===== config.mk =====
export PLATFORM = sky130hd
export DESIGN_NAME = keypad_digit_buffer
export DESIGN_NICKNAME = d
export VERILOG_FILES = /design/src/rtl/keypad_digit_buffer.sv
export SDC_FILE = /design/constraint.sdc
export NUM_CORES = 1
export LEC_CHECK = 0
export BUFFER_PORTS_ARGS = -buffer_cell sky130_fd_sc_hd__buf_2
export CAP_MARGIN = 10
export CORE_AREA = 2 2 61 106
export CTS_BUF_LIST = sky130_fd_sc_hd__clkbuf_4 sky130_fd_sc_hd__clkbuf_8 sky130_fd_sc_hd__clkbuf_16
export CTS_CLUSTER_SIZE = 8
export DETAILED_ROUTE_END_ITERATION = 8
export DIE_AREA = 0 0 63 108
export PLACE_DENSITY = 0.85
export SKIP_CTS_REPAIR_TIMING = 1
export SLEW_MARGIN = 20
export SYNTH_ARGS = -nofsm -noshare
export SYNTH_HDL_FRONTEND = slang
export SYNTH_SLANG_ARGS = --single-unit
export TNS_END_PERCENT = 5

===== constraint.sdc =====
create_clock -name CLK -period 4.5 [get_ports CLK]
set_clock_uncertainty 0.1 [all_clocks]
set_input_delay 0.45 -clock CLK [delete_from_list [all_inputs] [get_ports CLK]]
set_output_delay 0.45 -clock CLK [all_outputs]
set_load 0.005 [all_outputs]

===== src/rtl/keypad_digit_buffer.sv =====
// Digit-entry buffer: synchronises keypad strobes and applies digit/backspace/clear/enter
// to a DIGITS-wide shift buffer, with a valid/ready commit port for entered values.
module keypad_digit_buffer #(
  parameter int DIGITS      = 8,
  parameter int DIGIT_W     = 4,
  parameter int SYNC_STAGES = 2,
  parameter int LEFT_ENTRY  = 1,
  localparam int CNT_W      = $clog2(DIGITS + 1),
  localparam int BUF_W      = DIGITS * DIGIT_W
) (
  input  logic               CLK,
  input  logic               RST,
  input  logic               en,
  input  logic               KeyPressFlag,
  input  logic [DIGIT_W-1:0] InputData,
  input  logic [1:0]         KeyCmd,
  output logic [BUF_W-1:0]   OutputData,
  output logic [CNT_W-1:0]   CntNum,
  output logic               Full,
  output logic               Overflow,
  output logic               Drop,
  output logic [BUF_W-1:0]   CommitData,
  output logic [CNT_W-1:0]   CommitCount,
  output logic               CommitValid,
  input  logic               CommitReady
);

  typedef enum logic [1:0] {
    CMD_DIGIT = 2'b00,
    CMD_BKSP  = 2'b01,
    CMD_CLEAR = 2'b10,
    CMD_ENTER = 2'b11
  } cmd_e;

  logic [SYNC_STAGES-1:0] sync_q, vld_pipe_q;
  logic                   prev_q, armed_q, s_last, key_evt;
  logic [BUF_W-1:0]       buf_q, buf_d, cd_q, cd_d, dig_shift, bs_shift;
  logic [CNT_W-1:0]       cnt_q, cnt_d, cc_q, cc_d;
  logic                   full_q, full_d, ovf_q, ovf_d, drop_q, drop_d, cv_q, cv_d;

  assign s_last  = sync_q[SYNC_STAGES-1];
  assign key_evt = s_last & ~prev_q & armed_q;

  // Newest digit enters at one end; backspace is the reverse shift with zero fill.
  generate
    if (LEFT_ENTRY != 0) begin : g_left
      assign dig_shift = {InputData, buf_q[BUF_W-1:DIGIT_W]};
      assign bs_shift  = {buf_q[BUF_W-DIGIT_W-1:0], {DIGIT_W{1'b0}}};
    end else begin : g_right
      assign dig_shift = {buf_q[BUF_W-DIGIT_W-1:0], InputData};
      assign bs_shift  = {{DIGIT_W{1'b0}}, buf_q[BUF_W-1:DIGIT_W]};
    end
  endgenerate

  always_comb begin
    buf_d  = buf_q;
    cnt_d  = cnt_q;
    ovf_d  = 1'b0;
    drop_d = 1'b0;
    cv_d   = cv_q & ~CommitReady;
    cd_d   = cd_q;
    cc_d   = cc_q;
    if (key_evt && en) begin
      case (cmd_e'(KeyCmd))
        CMD_DIGIT: begin
          buf_d = dig_shift;
          if (full_q) ovf_d = 1'b1;
          else        cnt_d = cnt_q + CNT_W'(1);
        end
        CMD_BKSP: begin
          if (cnt_q != '0) begin
            buf_d = bs_shift;
            cnt_d = cnt_q - CNT_W'(1);
          end
        end
        CMD_CLEAR: begin
          buf_d = '0;
          cnt_d = '0;
        end
        default: begin
          // A commit slot frees up in the same cycle it is accepted.
          if (!cv_q || CommitReady) begin
            cd_d  = buf_q;
            cc_d  = cnt_q;
            cv_d  = 1'b1;
            buf_d = '0;
            cnt_d = '0;
          end else begin
            drop_d = 1'b1;
          end
        end
      endcase
    end
    full_d = (cnt_d == CNT_W'(DIGITS));
  end

  // vld_pipe_q marks chain stages holding post-reset samples, so arming needs a real low.
  always_ff @(posedge CLK) begin
    if (RST) begin
      sync_q     <= '0;
      vld_pipe_q <= '0;
      prev_q     <= 1'b0;
      armed_q    <= 1'b0;
      buf_q      <= '0;
      cnt_q      <= '0;
      full_q     <= 1'b0;
      ovf_q      <= 1'b0;
      drop_q     <= 1'b0;
      cv_q       <= 1'b0;
      cd_q       <= '0;
      cc_q       <= '0;
    end else begin
      sync_q     <= {sync_q[SYNC_STAGES-2:0], KeyPressFlag};
      vld_pipe_q <= {vld_pipe_q[SYNC_STAGES-2:0], 1'b1};
      prev_q     <= s_last;
      armed_q    <= armed_q | (vld_pipe_q[SYNC_STAGES-1] & ~s_last);
      buf_q      <= buf_d;
      cnt_q      <= cnt_d;
      full_q     <= full_d;
      ovf_q      <= ovf_d;
      drop_q     <= drop_d;
      cv_q       <= cv_d;
      cd_q       <= cd_d;
      cc_q       <= cc_d;
    end
  end

  assign OutputData  = buf_q;
  assign CntNum      = cnt_q;
  assign Full        = full_q;
  assign Overflow    = ovf_q;
  assign Drop        = drop_q;
  assign CommitData  = cd_q;
  assign CommitCount = cc_q;
  assign CommitValid = cv_q;

endmodule


### After elaboration in Yosys (flattened, before gate mapping)

Index checks and enable logic that the tools add are counted.

* memories kept: 0
* memory bits (writable): 0
* logic and storage cells: 55
* bits of input ports: 11
* memory bits (read-only): 0
* output and inout bits: 76
* bits in latches: 0
* register bits: 82

* equality and inequality tests: 4
* muxes and demuxes: 14
* div/mod/pow operators: 0
* add/sub/neg operators: 2
* multipliers: 0
* order comparisons: 0
* bitwise operators: 11
* reduce and logical (&&, ||, !) cells: 11
* shift-type cells: 0

Operators by type and width (count)
* $pmux 32 s3: 1
* $mux 32: 2
* $mux 4: 4
* $pmux 4 s3: 1
* $reduce_bool 4->1: 2
* $mux 1: 6
* $not 1->1: 6
* $reduce_and 3->1: 2
* $reduce_or 3->1: 2
* $reduce_or 5->1: 1
* $add 4x1->4 const B: 1
* $and 1x1->1: 4
* $eq 4x4->1 const B: 1
* $sub 4x1->4 const B: 1
* $eq 2x1->1 const B: 1
* $eq 2x2->1 const B: 1
* $logic_not 2->1: 1
* $ne 2x2->1 const B: 1
* $logic_and 1x1->1: 1
* $logic_not 1->1: 1
* $logic_or 1x1->1: 1
* $or 1x1->1: 1

### Longest topological paths before layout

Gate-level depths: netlist of run 1.

* depth after elaboration: 6
* depth in mapped cells: 9

### Worst setup path before layout of run 1

No wires, ideal clock.

* path kind: reg-to-reg
* start point: register cnt_q[0], in the netlist CntNum[0]
* end point: register buf_q[21], in the netlist OutputData[21]
* stages on the path, launching flop included: 9
* buffers on the path: 1
* required time: 4268 ps
* arrival: 1585 ps
* library setup time: 132 ps
* clock period less this slack: 1817 ps
* setup slack: 2683 ps
* cells stage by stage: dfxtp_1 > inv_1 > ha_1 > or3b_2 > nand2_1 > a21o_2 > buf_4 > a221oi_1 > nor3_1

* longest elaborated chain between the ends: 3

Ends and longest elaborated chain
* start: declaration: RTL line 38 `logic [CNT_W-1:0] cnt_q, cnt_d, cc_q, cc_d;`
* start signal: assignment: RTL line 118 `cnt_q <= cnt_d;`
* $reduce_bool 4->1: RTL line 71 `if (cnt_q != '0) begin`
* $ne 2x2->1 (no source line)
* $reduce_and 3->1 (no source line)
* end signal: assignment: RTL line 117 `buf_q <= buf_d;`
* end: declaration: RTL line 37 `logic [BUF_W-1:0] buf_q, buf_d, cd_q, cd_d, dig_shift, bs_shift;`

Every way passes these cells.
A chain may end at the register's enable or synchronous reset.

### Worst setup path in the final report of run 1

* start point: register cnt_q[0], in the netlist CntNum[0]
* end point: register buf_q[18], in the netlist OutputData[18]

The elaborated chain is that of the path after synthesis.

==> results.json, run 1 <==
{
  "firstDrtPassIters": 5,
  "portBuffers": 86,
  "criticalPathCategory": "reg -> reg",
  "avgRoutedWirePerCell_um": 15.1,
  "grt_pass1_vias": 2731,
  "tightest_slew_ps": 1060,
  "grt_pass1_wl_mm": 13.1,
  "vdd_drop_max_mv": 0.212,
  "run_status": "finished clean",
  "coreArea_mm2": 0.00588,
  "hold_viol_final": 0,
  "clock_path_buffers": 2,
  "ys_ff_latch": 82,
  "synth_cells": 386,
  "dieArea_mm2": 0.00680,
  "core.rowCount": 37,
  "drtIter0Drc": 198,
  "io_pins": 87,
  "fmax_mhz": 435,
  "rsz0062_at_grt": "false",
  "gp_congestion": 0.892,
  "worstPathMaxFanout": 32,
  "grt_max_degree": 61,
  "grt_antenna_before_repair": 0,
  "synthFlopType": "dfxtp_1",
  "synth_edf_count": 0,
  "arrival_ps": 2460,
  "n_fill_cell": 537,
  "initial_core_util": 0.548,
  "yosysWarnings": 0,
  "drc": 0,
  "ys_seq_area_frac": 0.510,
  "cts_buffers": 9,
  "min_period_over_period": 0.511,
  "slew_headroom": 0.295,
  "drive_gt1_frac": 0.244,
  "syn_to_final_growth_pct": 19.5,
  "synth.avg_cell_area_um2": 8.34,
  "grt_usage": 0.244,
  "finalPower_mw": 1.29,
  "vias": 3052,
  "setup_viol": 0,
  "p_per_area_mw_per_mm2": 336,
  "cp_data_required_time_ps": 4660,
  "diodes": 0,
  "start_kind": "flip-flop",
  "clock-sinks": 82,
  "yosysUniqueCellTypes": 34,
  "tns_ps": 0,
  "dp_hpwl_mm": 5.51,
  "ant_nets": 0,
  "die_h_um": 108,
  "synthArstFlopShare": 0,
  "cp-end-kind": "flip-flop",
  "hp-class": "in -> reg",
  "path_clk_slew_ps": 80,
  "cts_tree": "yes",
  "p_leak_nw": 1.61,
  "layout_min_cycle_time_ps": 2300,
  "h-tree-depth": 3,
  "wirelength_mm": 8.18,
  "die_w_um": 63,
  "final_max_slew_viol_count": 0,
  "insertion_delay_ps": 350,
  "vias_per_cell": 5.64,
  "drv_cap": 0,
  "synth_fp_nets": 403,
  "finalNetCount": 476,
  "synthesis.area_mm2": 0.00322,
  "cts-root-buf": "clkbuf_8",
  "grt_overflow": 0
}
==> path summary, 6_finish.rpt <==
check	start	end	slack, ps	cells past startpoint
setup / recovery	CntNum[0]$_SDFF_PP0_	OutputData[18]$_SDFFE_PP0P_	2200	7
hold / removal	KeyPressFlag	sync_q[0]$_SDFF_PP0_	220	2
setup reg to reg	CntNum[0]$_SDFF_PP0_	OutputData[18]$_SDFFE_PP0P_	2200	7
hold reg to reg	sync_q[0]$_SDFF_PP0_	sync_q[1]$_SDFF_PP0_	350	1
==> flip-flops by register name, indices dropped and copies added (netlist names) <==
name and cells:
Full 1, CommitValid 1, CommitCount 4, OutputData 32
vld_pipe_q 2, Overflow 1, CommitData 32, sync_q 2
prev_q 1, Drop 1, armed_q 1, CntNum 4
==> synthesized netlist by cell type, drive strengths merged, types with 2 or more instances <==
master,instances,area (um^2)
a21o,2,16.3
a21oi,47,235
nand2b,3,18.8
buf,13,70.1
nand4b,2,17.5
a221oi,28,245
clkbuf,16,60.1
ha,6,75.1
nor3,29,145
nor2b,5,31.3
nand3,7,35.0
dfxtp,82,1640
o21ai,2,10.0
nor2,37,141
nand2,84,315
inv,9,33.8
==> layer usage <==
metal,GRT usage,up-vias,part of all wire
li1,-,1479,-
met1,0.282,1413,0.37
met2,0.430,136,0.53
met3,0.0437,24,0.063
met4,0.122,0,0.032
met5,0,-,0
==> area by class of cell <==
class	count	area, um^2	share of cell area
multi-input combinational	266	1420	0.369
tap	78	97.6	0.0253
timing repair buffer	91	468	0.122
sequential	82	1640	0.426
clock inverter	5	56.3	0.0146
clock buffer	10	131	0.0341
inverter	9	33.8	0.00877
==> critical path, stage by stage, from the launching register on <==
cell and delay, ps:
dfxtp_1 400, inv_1 90, ha_1 220, or3b_2 470, nand2_1 130, a21o_2 500
a221oi_1 110, nor3_1 180
==> logic make-up (layout without fill, tap and decap cells) <==
kind of cell / count (synthesis) / count (layout) / share of synthesized area
compound gates: 86 / 86 / 0.178
fa+ha+maj: 6 / 6 / 0.0233
buf+inv: 38 / 115 / 0.0509
flops: 82 / 82 / 0.510
simple gates: 174 / 174 / 0.238
==> cell usage in the layout, fill, tap and decap left out <==
cell type / instances
a21oi_1: 46
nor2_2: 1
bufinv_16: 1
nor2_1: 36
inv_1: 9
o21ai_0: 2
a21o_2: 1
a21oi_2: 1
a32oi_1: 1
a22oi_1: 1
clkinv_2: 2
nor3_1: 29
nand4b_1: 2
or3b_2: 1
nand3_1: 7
ha_2: 1
nand2_1: 84
nor4_1: 1
a221oi_1: 28
a31oi_4: 1
o22ai_1: 1
ha_1: 5
buf_4: 5
o21bai_1: 1
o31a_1: 1
and4_1: 1
or3_1: 1
clkinv_4: 1
nand3b_1: 1
and4b_1: 1
a21o_1: 1
clkbuf_8: 9
o31ai_1: 1
buf_2: 86
dfxtp_1: 82
nor2b_1: 5
clkbuf_4: 1
clkinvlp_4: 1
or4b_4: 1
nand2b_1: 3
==> power breakdown <==
part	total, mW	switching [mW]	internal [mW]
combinational	0.0470	0.0330	0.0139
clock	0.513	0.254	0.258
sequential	0.734	0.00446	0.730
total	1.29	0.292	1.00
==> stage by stage <==
step	cell area (um^2)	setup WS, ps	hold slack (ps)	util	cells
2_1_floorplan	3220	2680	314	-	386
3_3_place_gp	3660	1650	317	0.622	526
3_5_place_dp	3660	1570	334	0.622	526
4_1_cts	3850	1930	213	0.654	541
5_1_grt	3850	1990	262	0.655	541
6_report	3850	2200	223	0.655	541
Note: power is estimated with default switching activity, not from simulation.
==> run 2, diff against run 1 <==
--- a/config.mk
+++ b/config.mk
@@ -7,12 +7,12 @@
 export LEC_CHECK = 0
 export BUFFER_PORTS_ARGS = -buffer_cell sky130_fd_sc_hd__buf_2
 export CAP_MARGIN = 10
-export CORE_AREA = 2 2 61 106
+export CORE_AREA = 2 2 63 110
 export CTS_BUF_LIST = sky130_fd_sc_hd__clkbuf_4 sky130_fd_sc_hd__clkbuf_8 sky130_fd_sc_hd__clkbuf_16
 export CTS_CLUSTER_SIZE = 8
 export DETAILED_ROUTE_END_ITERATION = 8
-export DIE_AREA = 0 0 63 108
-export PLACE_DENSITY = 0.85
+export DIE_AREA = 0 0 65 112
+export PLACE_DENSITY = 0.8
 export SKIP_CTS_REPAIR_TIMING = 1
 export SLEW_MARGIN = 20
 export SYNTH_ARGS = -nofsm -noshare
==> constraint.sdc (replaced) <==
create_clock -name CLK -period 2.4 [get_ports CLK]
set_clock_uncertainty 0.1 [all_clocks]
set_input_delay 0.24 -clock CLK [delete_from_list [all_inputs] [get_ports CLK]]
set_output_delay 0.24 -clock CLK [all_outputs]
set_load 0.005 [all_outputs]
==> run 2 against run 1 <==
Against the previous run: global-route usage decreased by 0.48 points; via count increased by 1.3%; utilization decreased by 2.2 points; non-clock buffer count increased by 3; clock power increased to 2.7 times the previous value; cell count increased by 1.5%; die area increased by 7.0%; critical endpoint is now OutputData[12]$_SDFFE_PP0P_; largest power group is now the clock network.
==> results.json, run 2 (synthesis gave the netlist of run 1 again) <==
{
  "gp_congestion": 0.933,
  "cts_buffers": 9,
  "grt_pass1_vias": 2805,
  "met3_usage": 0.0465,
  "h-tree-depth": 3,
  "hp-class": "in -> reg",
  "insertion_delay_ps": 330,
  "coreArea_mm2": 0.00639,
  "final_common_cell": "buf_2",
  "clock-sinks": 82,
  "grt_overflow": 0,
  "hold_ws_ps": 30.8,
  "crit_path_end": "OutputData[12]$_SDFFE_PP0P_",
  "run_status": "finished clean",
  "slew_headroom": 0.599,
  "cts_tree": "yes",
  "dp_hpwl_mm": 5.73,
  "clock_path_buffers": 2,
  "ant_nets": 0,
  "vdd_drop_max_mv": 0.555,
  "hold_viol_final": 0,
  "die_h_um": 112,
  "worstPathMaxFanout": 32,
  "diodes": 0,
  "io_pins": 87,
  "initial_core_util": 0.504,
  "met2_usage": 0.394,
  "p_leak_nw": 1.71,
  "r2r_cells": 8,
  "min_period_over_period": 0.873,
  "vias": 3093,
  "cts-root-buf": "clkbuf_16",
  "layout_min_cycle_time_ps": 2100,
  "finalPower_mw": 2.88,
  "finalNonFillerCells": 549,
  "path_clk_slew_ps": 50,
  "met1_usage": 0.280,
  "postLayoutCoreUtil": 0.633,
  "portBuffers": 86,
  "r2r_start": "CntNum[0]$_SDFF_PP0_",
  "dp_cells": 533,
  "finalNetCount": 479,
  "dieArea_mm2": 0.00728,
  "core.rowCount": 39,
  "criticalPathCategory": "reg -> reg",
  "grt_max_degree": 40,
  "cp-end-kind": "flip-flop",
  "tns_ps": 0,
  "busiest_layer": "met2",
  "grt_pass1_wl_mm": 13.4,
  "r2r_slack_ps": 300,
  "avgRoutedWirePerCell_um": 15.4,
  "p_per_area_mw_per_mm2": 710,
  "grt_usage": 0.239,
  "rsz0062_at_grt": "false",
  "die_w_um": 65,
  "arrival_ps": 2250,
  "drive_gt1_frac": 0.248,
  "wirelength_mm": 8.43,
  "critPathLaunch": "CntNum[0]$_SDFF_PP0_",
  "drtIter0Drc": 254,
  "start_kind": "flip-flop",
  "drc": 0,
  "firstDrtPassIters": 5,
  "drv_cap": 0,
  "tightest_slew_ps": 602,
  "reg2reg_to": "OutputData[12]$_SDFFE_PP0P_",
  "setup_viol": 0,
  "vias_per_cell": 5.63,
  "cp_data_required_time_ps": 2550,
  "final_max_slew_viol_count": 0,
  "syn_to_final_growth_pct": 25.7,
  "fmax_mhz": 477,
  "most-common-layout-cells": "buf_2 (86), nand2_1 (84), dfxtp_1 (82)",
  "grt_antenna_before_repair": 0,
  "n_fill_cell": 562
}
==> run 2: changes by cell type in the layout (fill, tap and decap cells not counted), sizes merged <==
cell and change:
clkbuf +4, clkinvlp -1, clkinv -2, buf +3
==> run 2: worst max-delay path, stage by stage (launching register included) <==
cell,delay (ps)
dfxtp_1,380
inv_1,90
ha_1,210
or3b_2,480
nand2_1,170
a21o_2,170
buf_12,170
a221oi_1,60
nor3_1,160
==> run 2: area by class of cell <==
class | instances | area, um^2 | share of cell area
inverters | 9 | 33.8 | 0.00835
flip-flops and latches | 82 | 1640 | 0.406
clock buffers | 14 | 275 | 0.0680
repair buffers | 94 | 541 | 0.134
multi-input cells | 266 | 1420 | 0.351
clock inverters | 2 | 35.0 | 0.00866
well taps | 82 | 103 | 0.0253
==> run 2: power by group <==
part	internal [mW]	total [mW]	leakage, nW	switching (mW)
sequential	1.37	1.38	0.662	0.00904
clock	0.895	1.40	0.157	0.507
combinational	0.0303	0.0936	0.886	0.0633
total	2.30	2.88	1.71	0.579
==> run 2: per-stage QoR <==
step	area, um^2	setup WS [ps]
5_1_grt	4050	136
3_3_place_gp	3740	414
6_report	4050	304
4_1_cts	4050	327
2_1_floorplan	3220	583
3_5_place_dp	3740	321
==> run 2: layer usage <==
metal	part of all wire	routed length, um
met1	0.40	3370
met2	0.51	4330
met3	0.050	422
met4	0.036	306
met5	0	0
==> run 2: worst min path at each step <==
stage                    startpoint  depth (start not counted)                    to
2_1_floorplan          KeyPressFlag                          1  sync_q[0]$_SDFF_PP0_
3_3_place_gp   sync_q[0]$_SDFF_PP0_                          1  sync_q[1]$_SDFF_PP0_
3_5_place_dp   sync_q[0]$_SDFF_PP0_                          1  sync_q[1]$_SDFF_PP0_
4_1_cts                KeyPressFlag                          2  sync_q[0]$_SDFF_PP0_
5_1_grt                KeyPressFlag                          2  sync_q[0]$_SDFF_PP0_
6_report               KeyPressFlag                          2  sync_q[0]$_SDFF_PP0_
==> run 3, diff against run 2 <==
--- a/config.mk
+++ b/config.mk
@@ -7,11 +7,11 @@
 export LEC_CHECK = 0
 export BUFFER_PORTS_ARGS = -buffer_cell sky130_fd_sc_hd__buf_2
 export CAP_MARGIN = 10
-export CORE_AREA = 2 2 63 110
+export CORE_AREA = 10 10 71 118
 export CTS_BUF_LIST = sky130_fd_sc_hd__clkbuf_4 sky130_fd_sc_hd__clkbuf_8 sky130_fd_sc_hd__clkbuf_16
 export CTS_CLUSTER_SIZE = 8
 export DETAILED_ROUTE_END_ITERATION = 8
-export DIE_AREA = 0 0 65 112
+export DIE_AREA = 0 0 81 128
 export PLACE_DENSITY = 0.8
 export SKIP_CTS_REPAIR_TIMING = 1
 export SLEW_MARGIN = 20
==> run 3 against run 2 <==
Against the previous run: global-route usage is 6.7 points lower; cell area shrank 0.22%; die area increased by 42%; clock-buffer cell count is 3 lower.
==> results.json, run 3 (synthesis gave the netlist of run 1 again) <==
{
  "drc": 0,
  "p_int_mw": 2.34,
  "tns_ps": 0,
  "cp-end-kind": "flip-flop",
  "p_leak_nw": 1.70,
  "syn_to_final_growth_pct": 25.4,
  "avgRoutedWirePerCell_um": 16.4,
  "start_kind": "flip-flop",
  "cts_buffers": 9,
  "p_per_area_mw_per_mm2": 719,
  "vias_per_cell": 5.66,
  "power_frac_comb": 0.032,
  "cp_data_required_time_ps": 2540,
  "coreArea_mm2": 0.00644,
  "pwr-share-clk": 0.493,
  "hold_ws_ps": 24.0,
  "arrival_ps": 2300,
  "crit_slowest_cell": "a21o_2",
  "gp_congestion": 0.883,
  "clock-sinks": 82,
  "insertion_delay_ps": 330,
  "grt_antenna_before_repair": 0,
  "finalNetCount": 481,
  "core.rowCount": 39,
  "dp_hpwl_mm": 6.38,
  "initial_core_util": 0.500,
  "io_pins": 87,
  "hp-class": "in -> reg",
  "rsz0062_at_grt": "false",
  "wirelength_mm": 9.01,
  "die_w_um": 81,
  "drive_gt1_frac": 0.248,
  "regArea_mm2": 0.00164,
  "grt_overflow": 0,
  "setup_viol": 0,
  "multiInputGateArea_mm2": 0.00142,
  "portBuffers": 86,
  "hold_viol_final": 0,
  "seqPwrFrac": 0.475,
  "vdd_drop_max_mv": 0.433,
  "diodes": 0,
  "final_max_slew_viol_count": 0,
  "ant_nets": 0,
  "min_period_over_period": 0.900,
  "switching_share": 0.196,
  "n_fill_cell": 583,
  "power.switching_mw": 0.569,
  "most-common-layout-cells": "buf_2 (86), nand2_1 (84), dfxtp_1 (82)",
  "path_clk_slew_ps": 50,
  "drtIter0Drc": 409,
  "cp_cell_sequence": "inv_1 > ha_1 > or3b_2 > nand2_1 > a21o_2 > a221oi_1 > nor3_1",
  "slew_headroom": 0.612,
  "grt_pass1_vias": 2914,
  "fmax_mhz": 463,
  "final_common_cell": "buf_2",
  "cts-root-buf": "clkbuf_16",
  "drv_cap": 0,
  "firstDrtPassIters": 6,
  "crit_family": "simple AND/OR/NAND/NOR gates",
  "vias": 3107,
  "tightest_slew_ps": 582,
  "cts_tree": "yes",
  "grt_pass1_wl_mm": 14.3,
  "criticalPathCategory": "reg -> reg",
  "clock_path_buffers": 2,
  "die_h_um": 128,
  "crit_buf_inv": 1,
  "cpPeakStageDelay_ps": 510,
  "grt_usage": 0.173,
  "worstPathMaxFanout": 32,
  "dieArea_mm2": 0.0104,
  "h-tree-depth": 3,
  "layout_min_cycle_time_ps": 2160,
  "grt_max_degree": 37,
  "run_status": "finished clean"
}
[run 3: cell types whose count changed in the layout (fill, tap and decap cells not counted), sizes merged]
cell	before	now
buf	94	96
bufinv	1	2
clkbuf	14	11
[run 3: routing by layer]
metal | up-vias | routed length, um | part of all wire | track usage
met3 | 24 | 695 | 0.077 | 0.0492
li1 | 1498 | - | - | -
met4 | 0 | 208 | 0.023 | 0.0860
met2 | 119 | 4870 | 0.54 | 0.299
met1 | 1466 | 3230 | 0.36 | 0.183
met5 | - | 0 | 0 | 0
[run 3: final timing paths]
path | from | end | slack, ps | cells after the start
max | CntNum[0]$_SDFF_PP0_ | OutputData[4]$_SDFFE_PP0P_ | 240 | 7
min | KeyPressFlag | sync_q[0]$_SDFF_PP0_ | 20 | 2
max reg2reg | CntNum[0]$_SDFF_PP0_ | OutputData[4]$_SDFFE_PP0P_ | 240 | 7
min reg2reg | vld_pipe_q[0]$_DFF_P_ | vld_pipe_q[1]$_SDFF_PP0_ | 340 | 1
[run 3: cell type report]
cell class	instances	area share
clock inverter	3	0.0161
inverter	9	0.00836
tap	82	0.0254
timing repair buffer	96	0.131
clock buffer	11	0.0610
multi-input combinational	266	0.351
sequential	82	0.406
[run 3: power by group through the flow]
stage | combinational [mW] | clock [mW] | sequential, mW
2_1_floorplan | 0.0606 | 0 | 1.41
3_3_place_gp | 0.0897 | 0 | 1.41
3_5_place_dp | 0.0928 | 0 | 1.41
4_1_cts | 0.0929 | 1.46 | 1.38
5_1_grt | 0.103 | 1.50 | 1.38
6_report | 0.0935 | 1.43 | 1.38
[run 3: worst register-to-register path, cell delays in order, from the launching register on]
cell      delay, ps
dfxtp_1         300
inv_1            50
ha_1            190
or3b_2          470
nand2_1         130
a21o_2          510
a221oi_1        120
nor3_1          190
[run 3: metrics by stage]
step / total power, mW / area, um^2 / std cells / setup slack [ps] / utilization
floorplan: 1.47 / 3220 / 386 / 583 / -
global placement: 1.50 / 3730 / 535 / 333 / 0.579
detailed placement: 1.50 / 3730 / 535 / 200 / 0.579
CTS: 2.93 / 4040 / 549 / 254 / 0.627
global route: 2.98 / 4040 / 549 / 46.9 / 0.627
finish: 2.91 / 4040 / 549 / 240 / 0.627
